## src/rtl/pipeline_pkg.sv

```systemverilog
// -----------------------------------------------------------------------------
// pipeline_pkg
// Shared types for the fetch / execute / branch-resolve slice of the pipeline.
//   addr_t          : 32-bit instruction address
//   pred_entry_t    : one in-flight instruction {pc, predicted next pc}
//   resolve_state_t : branch_resolve FSM states {RUN, FLUSH}
// -----------------------------------------------------------------------------
package pipeline_pkg;

   typedef logic [31:0] addr_t;

   typedef struct packed {
      addr_t pc;
      addr_t pred;
   } pred_entry_t;

   typedef enum logic {
      RUN   = 1'b0,
      FLUSH = 1'b1
   } resolve_state_t;

endpackage

```

## src/rtl/branch_fifo.sv

```systemverilog
// -----------------------------------------------------------------------------
// branch_fifo
// Synchronous in-order FIFO of pred_entry_t used as the in-flight queue.
// Ports:
//   clk, reset    : clock and synchronous active-high reset (pointers/count)
//   push, push_data : enqueue an entry (ignored when full)
//   pop           : dequeue the head entry (ignored when empty)
//   clear         : empty the queue; wins over a same-cycle push
//   head          : current oldest entry
//   count         : occupancy, log2(DEPTH)+1 bits
//   full, empty   : occupancy flags
// -----------------------------------------------------------------------------
module branch_fifo
   import pipeline_pkg::*;
#(
   parameter int DEPTH = 4
) (
   input  logic                       clk,
   input  logic                       reset,
   input  logic                       push,
   input  pred_entry_t                push_data,
   input  logic                       pop,
   input  logic                       clear,
   output pred_entry_t                head,
   output logic [$clog2(DEPTH):0]     count,
   output logic                       full,
   output logic                       empty
);

   localparam int PTR_W = $clog2(DEPTH);

   pred_entry_t        mem [DEPTH];
   logic [PTR_W-1:0]   wr_ptr;
   logic [PTR_W-1:0]   rd_ptr;
   logic               do_push;
   logic               do_pop;

   assign full    = (count == (PTR_W+1)'(DEPTH));
   assign empty   = (count == '0);
   assign do_push = push && !full && !clear;
   assign do_pop  = pop && !empty && !clear;
   assign head    = mem[rd_ptr];

   // Pointer and occupancy bookkeeping. Pointers are exactly log2(DEPTH)
   // bits wide so they wrap modulo DEPTH on their own. A clear resets
   // everything to the empty state in one cycle, discarding any push.
   always_ff @(posedge clk) begin
      if (reset || clear) begin
         wr_ptr <= '0;
         rd_ptr <= '0;
         count  <= '0;
      end else begin
         if (do_push) begin
            wr_ptr <= wr_ptr + PTR_W'(1);
         end
         if (do_pop) begin
            rd_ptr <= rd_ptr + PTR_W'(1);
         end
         if (do_push && !do_pop) begin
            count <= count + (PTR_W+1)'(1);
         end else if (do_pop && !do_push) begin
            count <= count - (PTR_W+1)'(1);
         end
      end
   end

   // Entry storage carries no reset; stale contents are never visible
   // because the pointers and count are reset.
   always_ff @(posedge clk) begin
      if (do_push) begin
         mem[wr_ptr] <= push_data;
      end
   end

endmodule

```

## src/rtl/branch_resolve.sv

```systemverilog
// -----------------------------------------------------------------------------
// branch_resolve
// Backend checker for the static branch predictor. Fetch pushes {pc, pred}
// into an in-order queue; execute reports the actual next pc of the oldest
// entry. A match retires the entry; a mismatch redirects fetch for one cycle,
// empties the queue and holds a FLUSH_CYCLES-long flush window.
//
// Optional feature: define BRANCH_STATS_EN to add the mispredict_count port.
//
// Ports:
//   clk, reset       : clock and synchronous active-high reset
//   push_valid/push_pc/push_pred/push_ready : fetch enqueue handshake
//   resolve_valid/resolve_next              : execute resolves the oldest entry
//   redirect, redirect_pc : one-cycle restart pulse and restart address
//   flushing         : flush window active
//   error            : sticky, a resolve arrived with an empty queue
//   mispredict_count : (BRANCH_STATS_EN only) wrapping mispredict tally
// -----------------------------------------------------------------------------
module branch_resolve
   import pipeline_pkg::*;
#(
   parameter int DEPTH        = 4,
   parameter int FLUSH_CYCLES = 2
) (
   input  logic        clk,
   input  logic        reset,
   input  logic        push_valid,
   input  addr_t       push_pc,
   input  addr_t       push_pred,
   output logic        push_ready,
   input  logic        resolve_valid,
   input  addr_t       resolve_next,
   output logic        redirect,
   output addr_t       redirect_pc,
   output logic        flushing,
   output logic        error
`ifdef BRANCH_STATS_EN
   ,
   output logic [31:0] mispredict_count
`endif
);

   localparam int FLUSH_W = $clog2(FLUSH_CYCLES + 1);

   resolve_state_t          state;
   logic [FLUSH_W-1:0]      flush_cnt;
   pred_entry_t             head;
   pred_entry_t             push_entry;
   logic [$clog2(DEPTH):0]  queue_count;
   logic                    queue_full;
   logic                    queue_empty;
   logic                    resolve_live;
   logic                    hit;
   logic                    miss;
   logic                    unused_head_pc;

   // Handshake and compare decode. push_ready depends only on registered
   // state so fetch sees a stable ready for the whole cycle. Resolves are
   // only acted on in RUN with a non-empty queue.
   assign push_ready     = (state == RUN) && !queue_full;
   assign flushing       = (state == FLUSH);
   assign resolve_live   = (state == RUN) && resolve_valid && !queue_empty;
   assign hit            = resolve_live && (head.pred == resolve_next);
   assign miss           = resolve_live && (head.pred != resolve_next);
   assign push_entry     = '{pc: push_pc, pred: push_pred};
   assign unused_head_pc = ^{head.pc, queue_count};

   branch_fifo #(
      .DEPTH (DEPTH)
   ) u_fifo (
      .clk       (clk),
      .reset     (reset),
      .push      (push_valid && push_ready),
      .push_data (push_entry),
      .pop       (hit),
      .clear     (miss),
      .head      (head),
      .count     (queue_count),
      .full      (queue_full),
      .empty     (queue_empty)
   );

   // Control FSM. A mispredict in RUN loads the flush counter and enters
   // FLUSH; the window lasts FLUSH_CYCLES cycles, so the last FLUSH cycle is
   // the one where the counter reads 1. redirect is a registered pulse that
   // coincides with the first FLUSH cycle; redirect_pc holds until the next
   // mispredict. error latches an empty-queue resolve until reset.
   always_ff @(posedge clk) begin
      if (reset) begin
         state       <= RUN;
         flush_cnt   <= '0;
         redirect    <= 1'b0;
         redirect_pc <= '0;
         error       <= 1'b0;
      end else begin
         redirect <= miss;
         if (state == RUN) begin
            if (miss) begin
               redirect_pc <= resolve_next;
               flush_cnt   <= FLUSH_W'(FLUSH_CYCLES);
               state       <= FLUSH;
            end
            if (resolve_valid && queue_empty) begin
               error <= 1'b1;
            end
         end else begin
            if (flush_cnt <= FLUSH_W'(1)) begin
               flush_cnt <= '0;
               state     <= RUN;
            end else begin
               flush_cnt <= flush_cnt - FLUSH_W'(1);
            end
         end
      end
   end

`ifdef BRANCH_STATS_EN
   // Mispredict tally; wraps naturally at 2^32.
   always_ff @(posedge clk) begin
      if (reset) begin
         mispredict_count <= '0;
      end else if (miss) begin
         mispredict_count <= mispredict_count + 32'd1;
      end
   end
`endif

endmodule

```

## config.mk

```make
export PLATFORM = sky130hd
export DESIGN_NAME = branch_resolve
export DESIGN_NICKNAME = d
export VERILOG_FILES = /design/src/rtl/pipeline_pkg.sv /design/src/rtl/branch_fifo.sv /design/src/rtl/branch_resolve.sv
export SDC_FILE = /design/constraint.sdc
export NUM_CORES = 1
export LEC_CHECK = 0
export CAP_MARGIN = 30
export CORE_MARGIN = 10
export CORE_UTILIZATION = 52
export DETAILED_ROUTE_END_ITERATION = 10
export GPL_TIMING_DRIVEN = 1
export PLACE_DENSITY = 0.9
export REMOVE_ABC_BUFFERS = 1
export SLEW_MARGIN = 5
export SYNTH_ARGS = -nofsm -noshare
export SYNTH_HDL_FRONTEND = slang
export SYNTH_SLANG_ARGS = --single-unit
```

## constraint.sdc

```tcl
create_clock -name clk -period 5.3 [get_ports clk]
set_clock_uncertainty 0.05 [all_clocks]
set_input_delay 1.06 -clock clk [delete_from_list [all_inputs] [get_ports clk]]
set_output_delay 1.06 -clock clk [all_outputs]
set_load 0.005 [all_outputs]
```

==> impl_metrics.json <==
{
  "finalCriticalPeriod_ns": 4.025,
  "final_util_pct": 67.05,
  "swShare_pct": 25.25,
  "syn_area_um2": 7122,
  "postCtsSetupBuffers": 0,
  "fmax_mhz": 248.4,
  "p_per_area_nw_per_um2": 434.6,
  "grt_pass1_wl_mm": 22.51,
  "diodes": 0,
  "drv_cap": 0,
  "min_path_type": "register to register",
  "intPower_mw": 2.907,
  "fin_cells": 720,
  "cts_root_buf": "clkbuf_16",
  "worstPathArrival_ns": 4.26,
  "crit_path_start_kind": "register",
  "clockBufferDepth": 2,
  "synth_enable_flop_cells": 128,
  "setup_slack_ns": 1.275,
  "die_h_um": 137.0,
  "ys_seq_area_share_pct": 66.90,
  "clkPwrFrac_pct": 31.1,
  "power_switching_mw": 0.9820,
  "finalHoldViolCount": 0,
  "grt_start_max_net_pins": 48,
  "worstSkewPairLatency_ns": 0.43,
  "cp.required_ns": 5.54,
  "preCtsSetupSlack_ns": 1.076,
  "row_count": 42,
  "avgSynthCellArea_um2": 17.08,
  "pin_count": 136,
  "grt_pass1_vias": 4173,
  "nFillCells": 935,
  "crit_type": "register to register",
  "yosys_register_bits": 174,
  "place_congestion": 0.7060,
  "clk_pin_slew_worst_paths_ns": 0.06,
  "path_buf_inv": 3,
  "slowest_delay_ns": 0.50,
  "antenna_left": 0,
  "comb_power_share_pct": 22.0,
  "yosys_warnings": 0,
  "fin_nets": 637,
  "peakVddDrop_v": 0.0002153,
  "status": "complete, no violations",
  "async_flop_share_pct": 0,
  "die_w_um": 137.0,
  "postCtsResizedCells": 0,
  "synth_cell_types": 32,
  "hold_buffers": 0,
  "dr.pass1.iters": 4,
  "finalInstanceArea_um2": 8950,
  "path_cells": "buf_4 -> buf_4 -> mux4_2 -> xnor2_1 -> nand4_1 -> nor4_4 -> a21oi_4 -> nor2_1 -> ha_1 -> inv_1 -> fa_1 -> xor2_1 -> nor2_1 -> xnor2_1 -> nor3_2",
  "crit_slowest_cell": "mux4_2",
  "dp_cells": 688,
  "antenna_found_initial": 0,
  "clock-sinks": 174,
  "grtUsageTotal_pct": 16.02,
  "rsz0062_at_grt": "no",
  "place_hpwl_mm": 9.750,
  "cp-end-kind": "register",
  "wl_per_cell_um": 19.92,
  "grt-ovfl-total": 0,
  "die_area_um2": 18780,
  "initial_core_util_pct": 53.36,
  "p_seq_share_pct": 46.9,
  "wl_mm": 14.34,
  "place.port_buffers": 103,
  "area_growth_syn_to_layout_pct": 25.67,
  "critical_path.top_delay_family": "simple AND/OR/NAND/NOR gates",
  "core_um2": 13350,
  "tightestPinTransition_ns": 0.8633,
  "cts_tree": "done",
  "cts_max_level": 4,
  "cts_made_buffers": 17,
  "slew_violations": 0,
  "drc": 0,
  "via_per_inst": 5.321,
  "drive_above_1_share_pct": 15.99,
  "synth_ff_type": "edfxtp_1",
  "synth_cells": 417,
  "leakagePower_nw": 2.917,
  "drt_iter0_drc": 237,
  "setup_viol": 0,
  "worstPathMaxFanout": 18,
  "dr_total_vias": 3831,
  "max_slew_margin_pct": 42.32,
  "finalCritPeriodShare_pct": 75.95,
  "dpl_cell_area_um2": 8371
}
## placed cells by master, fill, tap and decap left out, types with 8 or more instances in the layout
| cell | Yosys | routed |
|---|---|---|
| buf_4 | 1 | 10 |
| clkbuf_16 | 0 | 17 |
| clkdlybuf4s50_1 | 0 | 102 |
| dfxtp_1 | 46 | 44 |
| edfxtp_1 | 128 | 128 |
| mux2i_1 | 34 | 34 |
| mux4_2 | 32 | 32 |
| nand2b_1 | 65 | 65 |
| nand4_1 | 8 | 8 |
| xnor2_1 | 34 | 34 |
## final timing paths
check | startpoint | end | slack [ns] | cells past startpoint
max | register | u_fifo.count[2] | 1.27 | 15
min | redirect_pc[11] | redirect_pc[11] | 0.42 | 2
max reg2reg | register | u_fifo.count[2] | 1.27 | 15
min reg2reg | redirect_pc[11] | redirect_pc[11] | 0.42 | 2
## cell usage after synthesis, types with 2 or more instances
cell      count  area (um^2)
inv_1         5        18.77
nand2b_1     65        406.6
nand4_1       8        50.05
ha_1          5        62.56
buf_6         7        78.83
nor2b_1       2        12.51
xnor2_1      34        297.8
xor2_1        2        17.52
o31ai_1       2        15.01
nor4_4        2        42.54
nor3_2        5        50.05
nor2_1        5        18.77
clkbuf_1      8        30.03
dfxtp_1      46        920.9
a21oi_1       5        25.02
nand2_1       3        11.26
nor3b_2       4        50.05
mux4_2       32        720.7
buf_1         3        11.26
edfxtp_1    128         3844
mux2i_1      34        340.3
nand3b_1      2        15.01
## worst register-to-register path: cells and delay by family, from the launching register on
| kind | cells | cell delay, ns |
|---|---|---|
| AND/OR/NAND/NOR | 5 | 0.91 |
| XOR/XNOR | 3 | 0.46 |
| flip-flops | 1 | 0.48 |
| AO/OA/AOI/OAI | 1 | 0.29 |
| multiplexers | 1 | 0.50 |
| buffers and inverters | 3 | 0.64 |
| adder cells (fa/ha/maj) | 2 | 0.56 |
## flip-flops by register name, summed over array words and instances, names as in the netlist, named ones only
register and flops:
u_fifo.mem 128, redirect_pc 32, error 1, flush_cnt 2
u_fifo.count 3, redirect 1, u_fifo.wr_ptr 2, flushing 1
u_fifo.rd_ptr 2
## cell type report
class / instances / area (um^2) / share of cell area (%)
inverter: 5 / 18.77 / 0.2097
clock inverter: 10 / 115.1 / 1.286
clock buffer: 22 / 464.2 / 5.187
multi-input combinational: 219 / 2243 / 25.07
sequential: 174 / 4767 / 53.26
tap: 176 / 220.2 / 2.461
timing repair buffer: 114 / 1121 / 12.53
## per-layer routing
metal / GRT usage [%] / share of wire (%) / vias up
li1: - / - / 1799
met5: 0 / 0 / -
met4: 6.733 / 1.8 / 0
met2: 27.35 / 51 / 95
met1: 18.34 / 41 / 1917
met3: 4.802 / 6.1 / 20
## stage by stage
stage	hold slack [ns]	TNS, ns	total power [mW]
after global placement	0.3967	0	2.664
after floorplan	0.3970	-22.14	2.325
after CTS	0.4250	0	3.933
final	0.4242	0	3.889
after global routing	0.4470	0	4.060
after detailed placement	0.4141	0	2.717
## power groups by stage
stage	Clock, mW	Sequential, mW	Combinational, mW
detailed placement	0	1.85	0.866
global placement	0	1.83	0.833
finish	1.21	1.82	0.857
global route	1.29	1.85	0.927
floorplan	0	1.84	0.480
CTS	1.23	1.83	0.873
## cell families after synthesis
logic type | after synthesis | share of synthesized area [%]
DFF | 174 | 66.90
xor gates and xnor gates | 36 | 4.427
AOI/OAI and AO/OA | 12 | 1.089
adders and majority gates | 6 | 1.160
muxes | 66 | 14.90
and+or+nand+nor | 99 | 9.469
buffers and inverters | 24 | 2.056
(Power assumes the default switching activity.)
